$ cat config.mk
export PLATFORM = sky130hd
export DESIGN_NAME = ddr4_v2_2_20_carry_latch_reduce
export DESIGN_NICKNAME = d
export VERILOG_FILES = /design/src/rtl/ddr4_v2_2_20_carry_latch_reduce.sv
export SDC_FILE = /design/constraint.sdc
export NUM_CORES = 1
export LEC_CHECK = 0
export ABC_AREA = 1
export BUFFER_PORTS_ARGS = -buffer_cell sky130_fd_sc_hd__buf_2
export CELL_PAD_IN_SITES_DETAIL_PLACEMENT = 1
export CELL_PAD_IN_SITES_GLOBAL_PLACEMENT = 2
export CORE_ASPECT_RATIO = 1.1
export CORE_MARGIN = 3
export CORE_UTILIZATION = 40
export CTS_CLUSTER_DIAMETER = 200
export DETAILED_ROUTE_END_ITERATION = 6
export GPL_TIMING_DRIVEN = 0
export PLACE_DENSITY = 0.88
export SETUP_SLACK_MARGIN = 0.5
export SLEW_MARGIN = 10
export SYNTH_ARGS = -nofsm -noshare
export SYNTH_HDL_FRONTEND = slang
export SYNTH_SLANG_ARGS = --single-unit
$ cat constraint.sdc
create_clock -name ACLK -period 2.9 [get_ports ACLK]
set_clock_uncertainty 0.05 [all_clocks]
set_input_delay 0.58 -clock ACLK [delete_from_list [all_inputs] [get_ports ACLK]]
set_output_delay 0.58 -clock ACLK [all_outputs]
set_load 0.03 [all_outputs]
$ cat src/rtl/ddr4_v2_2_20_carry_latch_reduce.sv
// rtl/ddr4_v2_2_20_carry_latch_reduce.sv - pipelined OR/AND carry reduction with valid/ready and optional sticky latch
module ddr4_v2_2_20_carry_latch_reduce #(
  parameter     C_FAMILY    = "virtex6",
  parameter int C_WIDTH     = 32,
  parameter int C_SEG_WIDTH = 8,
  parameter     C_MODE      = "OR",
  parameter int C_STICKY    = 0
) (
  input  logic               ACLK,
  input  logic               ARESET,
  input  logic               S_VALID,
  output logic               S_READY,
  input  logic               S_CIN,
  input  logic [C_WIDTH-1:0] S_DATA,
  input  logic               CLEAR,
  output logic               M_VALID,
  input  logic               M_READY,
  output logic               M_O
);

  localparam int   NSEG   = (C_WIDTH + C_SEG_WIDTH - 1) / C_SEG_WIDTH;
  localparam int   PW     = NSEG * C_SEG_WIDTH;
  localparam bit   IS_AND = (C_MODE == "AND");
  localparam logic ID     = IS_AND;
  localparam       unused_family = C_FAMILY;

  if (C_MODE != "OR" && C_MODE != "AND") begin : g_bad_mode
    $error("C_MODE must be \"OR\" or \"AND\"");
  end

  // Bit offset of stage k's leftover (not yet reduced) segments in dflat.
  function automatic int off(input int k);
    return k * PW - (C_SEG_WIDTH * k * (k + 1)) / 2;
  endfunction

  localparam int TD = off(NSEG - 1);
  localparam int DW = (TD > 0) ? TD : 1;

  function automatic logic op(input logic a, input logic b);
    return IS_AND ? (a & b) : (a | b);
  endfunction

  function automatic logic red(input logic [C_SEG_WIDTH-1:0] s);
    return IS_AND ? (&s) : (|s);
  endfunction

  logic [PW-1:0]   s_pad;
  logic [DW-1:0]   dflat;
  logic [NSEG-1:0] v_q, c_q, acc, vprev, cprev, red_k;
  logic            res;

  // Pad the tail of the last segment with the operator identity.
  always_comb begin
    s_pad              = {PW{ID}};
    s_pad[C_WIDTH-1:0] = S_DATA;
  end

  // acc[k]: stage k may load this cycle (empty, or its contents move on).
  always_comb begin
    logic chain;
    acc   = '0;
    chain = M_READY;
    for (int k = NSEG - 1; k >= 0; k--) begin
      chain  = !v_q[k] || chain;
      acc[k] = chain;
    end
  end

  always_comb begin
    vprev    = '0;
    cprev    = '0;
    vprev[0] = S_VALID;
    cprev[0] = S_CIN;
    for (int k = 1; k < NSEG; k++) begin
      vprev[k] = v_q[k-1];
      cprev[k] = c_q[k-1];
    end
  end

  for (genvar k = 0; k < NSEG; k++) begin : g_stage
    localparam int WIN  = PW - k * C_SEG_WIDTH;
    localparam int WOUT = WIN - C_SEG_WIDTH;
    logic [WIN-1:0] src;

    if (k == 0) begin : g_src0
      assign src = s_pad;
    end else begin : g_srcn
      assign src = dflat[off(k-1) +: WIN];
    end

    assign red_k[k] = red(src[C_SEG_WIDTH-1:0]);

    if (WOUT > 0) begin : g_d
      logic [WOUT-1:0] d;
      always_ff @(posedge ACLK) begin
        if (acc[k]) d <= src[WIN-1:C_SEG_WIDTH];
      end
      assign dflat[off(k) +: WOUT] = d;
    end
  end

  if (NSEG == 1) begin : g_single
    logic unused_dflat;
    assign dflat        = '0;
    assign unused_dflat = dflat[0];
  end

  always_ff @(posedge ACLK or posedge ARESET) begin
    if (ARESET) begin
      v_q <= '0;
      c_q <= {NSEG{ID}};
    end else begin
      for (int k = 0; k < NSEG; k++) begin
        if (acc[k]) begin
          v_q[k] <= vprev[k];
          c_q[k] <= op(cprev[k], red_k[k]);
        end
      end
    end
  end

  assign S_READY = !ARESET && acc[0];
  assign M_VALID = v_q[NSEG-1];
  assign res     = c_q[NSEG-1];

  if (C_STICKY != 0) begin : g_sticky
    logic l_q, hs;
    assign hs = M_VALID && M_READY;
    // A clear on the handshake cycle wipes history but keeps this result.
    always_ff @(posedge ACLK or posedge ARESET) begin
      if (ARESET)           l_q <= ID;
      else if (CLEAR && hs) l_q <= res;
      else if (CLEAR)       l_q <= ID;
      else if (hs)          l_q <= op(l_q, res);
    end
    assign M_O = op(l_q, res);
  end else begin : g_plain
    logic unused_clear;
    assign unused_clear = CLEAR;
    assign M_O          = res;
  end

endmodule

==> run_results.csv <==
group,metric,value,unit
yosys,yosysWarnings,0,
global_route,grt_pass1_wl,4871,microns
detailed_routing,first_iter_violations,41,
timing,fin_crit_sh,0.7506,
placement,place_area,2177,sq um
yosys,synth.area.top_cells,"edfxtp_1 75%, dfrtp_1 10%, nor2_1 4.1%",
setup_path,arrival,1.55,ns
power_and_ir_drop,seqPwrFrac,0.672,
setup_path,critPathKind,"flop to primary output",
setup_path,path_buf_inv,1,
finish,drive_gt1_frac,0.3152,
detailed_routing,wirelength,3011,microns
setup_path,max_stage_delay,0.44,ns
yosys,synth.avg_cell_area,16.22,sq um
finish,final_cell_area,2271,sq um
placement,portBuffers,39,
yosys,yosysMostFrequentCell,"edfxtp_1",
cts,cts_buffers,5,
detailed_routing,firstDrtPassIters,4,
detailed_routing,via_per_inst,4.598,
yosys,async_flop_share,0.1429,
timing,fmax,459.4,MHz
cts,postCtsHoldBufs,0,
cts,cts.sinks,56,
power_and_ir_drop,pwr-share-comb,0.065,
setup_path,worstPathRequired,2.27,ns
timing,setup_tns,0,ns
cts,cts_buffer_depth,2,
finish,multi_input_comb_area,240.2,sq um
timing,setup_violations,0,
floorplan,die_x,71.96,microns
timing,final_max_slew_viol_count,0,
yosys,yosys-top-cells-count,"48 x edfxtp_1, 21 x nor2_1, 18 x nand2_1",
setup_path,worst_setup_path_start_kind,"flop",
placement,place_hpwl,2259,microns
timing,hold_viol,0,
finish,nFillCells,445,
detailed_routing,wl_per_cell,13.75,microns
yosys,synth_top_cell_area_share,0.7529,
detailed_routing,num_vias,1007,
power_and_ir_drop,total_power,0.001502,W
global_route,antenna_found_initial,0,
yosys,ys_types,15,
floorplan,core_area,4442,sq um
power_and_ir_drop,swShare,0.2125,
finish,layout.nets,202,
timing,tightest_slew,0.5777,ns
finish,fin_cells,219,
cts,cts_max_level,2,
yosys,synth-edff-count,48,
yosys,ys_seq_area_frac,0.8575,
floorplan,dieArea,5653,sq um
yosys,ys.flop_type,"edfxtp_1",
yosys,synth_top_cell_by_area,"edfxtp_1",
global_route,groute.usage.overall,0.1175,
power_and_ir_drop,p_int,0.001183,W
timing,fin_crit,2.177,ns
global_route,grt_pass1_vias,1098,
global_route,grt_overflow,0,
placement,routabilityCongestion,0.6513,
setup_path,path_cells,"nand4_4, nor2_2, nor2_1, buf_2",
flow_run,maxCapViolCount,0,
cts,worstSkewPairLatency,0.30,ns
cts,cts-root-buf,"clkbuf_8",
floorplan,rows,25,
finish,diodes,0,
timing,hold_ws,0.1680,ns
setup_path,crit_family,"simple AND/OR/NAND/NOR gates",
hold_path,hold_path_class,"primary input to async pin",
power_and_ir_drop,ir_drop,0.3435,mV
timing,rsz0062_at_grt,"no",
power_and_ir_drop,clkPwrFrac,0.263,
detailed_routing,drc,0,
global_route,grt_max_degree,26,
setup_path,path_max_fanout,19,
cts,cts_tree,"yes",
floorplan,ios,41,
setup_path,end_kind,"primary output",
finish,synthToLayoutAreaGrowth,18.63,%
power_and_ir_drop,power.leakage,0.9178,nW
yosys,ys_ff_latch,56,
run_status,status,"finished, final reports clean",
power_and_ir_drop,p_switching,0.0003193,W
timing,slew_headroom,0.6135,
placement,dp_cells,211,
detailed_routing,ant_nets,0,
setup_path,critPathSlowestCell,"dfrtp_1",
floorplan,initial_core_util,0.4310,
power_and_ir_drop,powerDensity,661.6,nW/um^2
finish,seqCellArea,1642,sq um
floorplan,die_y,78.56,microns
yosys,synthCells,118,
yosys,synth_nets,156,
cts,clkTransAtPathRegs,0.09,ns
yosys,synth_area,1914,sq um
## final timing paths
kind / startpoint / slack, ns / cells after the start / endpoint
max: v_q[3] / 0.72 / 4 / S_READY
min: ARESET / 0.17 / 2 / c_q[2]
max reg2reg: v_q[3] / 1.16 / 3 / g_stage[0].g_d.d[2]
min reg2reg: g_stage[1].g_d.d[8] / 0.38 / 0 / g_stage[2].g_d.d[0]
max in group asynchronous: ARESET / 2.39 / 2 / c_q[0]
min in group ACLK: g_stage[1].g_d.d[8] / 0.38 / 0 / g_stage[2].g_d.d[0]
## flip-flops by register name (all words and copies together), names as in the netlist
name,flops
g_stage.g_d.d,48
c_q,4
v_q,4
## worst register-to-register path: stages, from the launching register on
cell	delay [ns]
dfrtp_1	0.44
nand3_2	0.33
nor2_4	0.19
nand2_2	0.35
## cells in the final DEF (no fill, tap or decap), drive strengths merged
cell | synthesis | layout
clkbuf | 0 | 6
nand3 | 3 | 3
nor2 | 23 | 23
or2 | 1 | 1
nor3 | 2 | 2
edfxtp | 48 | 48
buf | 0 | 39
nand2 | 19 | 19
clkinvlp | 0 | 1
clkinv | 0 | 1
and2 | 2 | 2
inv | 11 | 11
dfrtp | 8 | 8
nand4 | 1 | 1
## per-stage QoR
stage,setup slack [ns],util
floorplan,0.8677,-
detailed placement,0.4532,0.4901
finish,0.7233,0.5113
global route,0.5795,0.5113
CTS,0.6688,0.5113
global placement,0.5201,0.4901
## kinds of logic after synthesis
logic type | count (synthesis) | synth area share
simple gates | 51 | 0.1209
buf+inv | 11 | 0.02157
flops | 56 | 0.8575
## what timing repair did
item / CTS / global route
buffers inserted: 0 / 0
resized for setup: 1 / 0
setup endpoints to repair: 1 / 0
## power groups by stage
| stage | Clock (W) | Combinational (W) | Sequential [W] |
|---|---|---|---|
| after CTS | 0.000413 | 0.000101 | 0.00101 |
| after detailed placement | 0 | 0.0000993 | 0.00103 |
| final | 0.000396 | 0.0000977 | 0.00101 |
| after global placement | 0 | 0.0000918 | 0.00102 |
| after global routing | 0.000441 | 0.000113 | 0.00102 |
| after floorplan | 0 | 0.0000546 | 0.00102 |
## layer usage
layer,GRT usage,vias up,wire [microns]
li1,-,494,-
met1,0.1191,485,1082
met2,0.2114,22,1728
met3,0.04097,6,143
met4,0.05639,0,58
met5,0,-,0
## layout make-up
cell class,count,area share
sequential,56,0.7229
clock inverter,2,0.005510
timing repair buffer,39,0.08595
clock buffer,6,0.03196
multi-input combinational,51,0.1058
inverter,11,0.01818
tap,54,0.02975
Power figures use the tool's default switching activity.
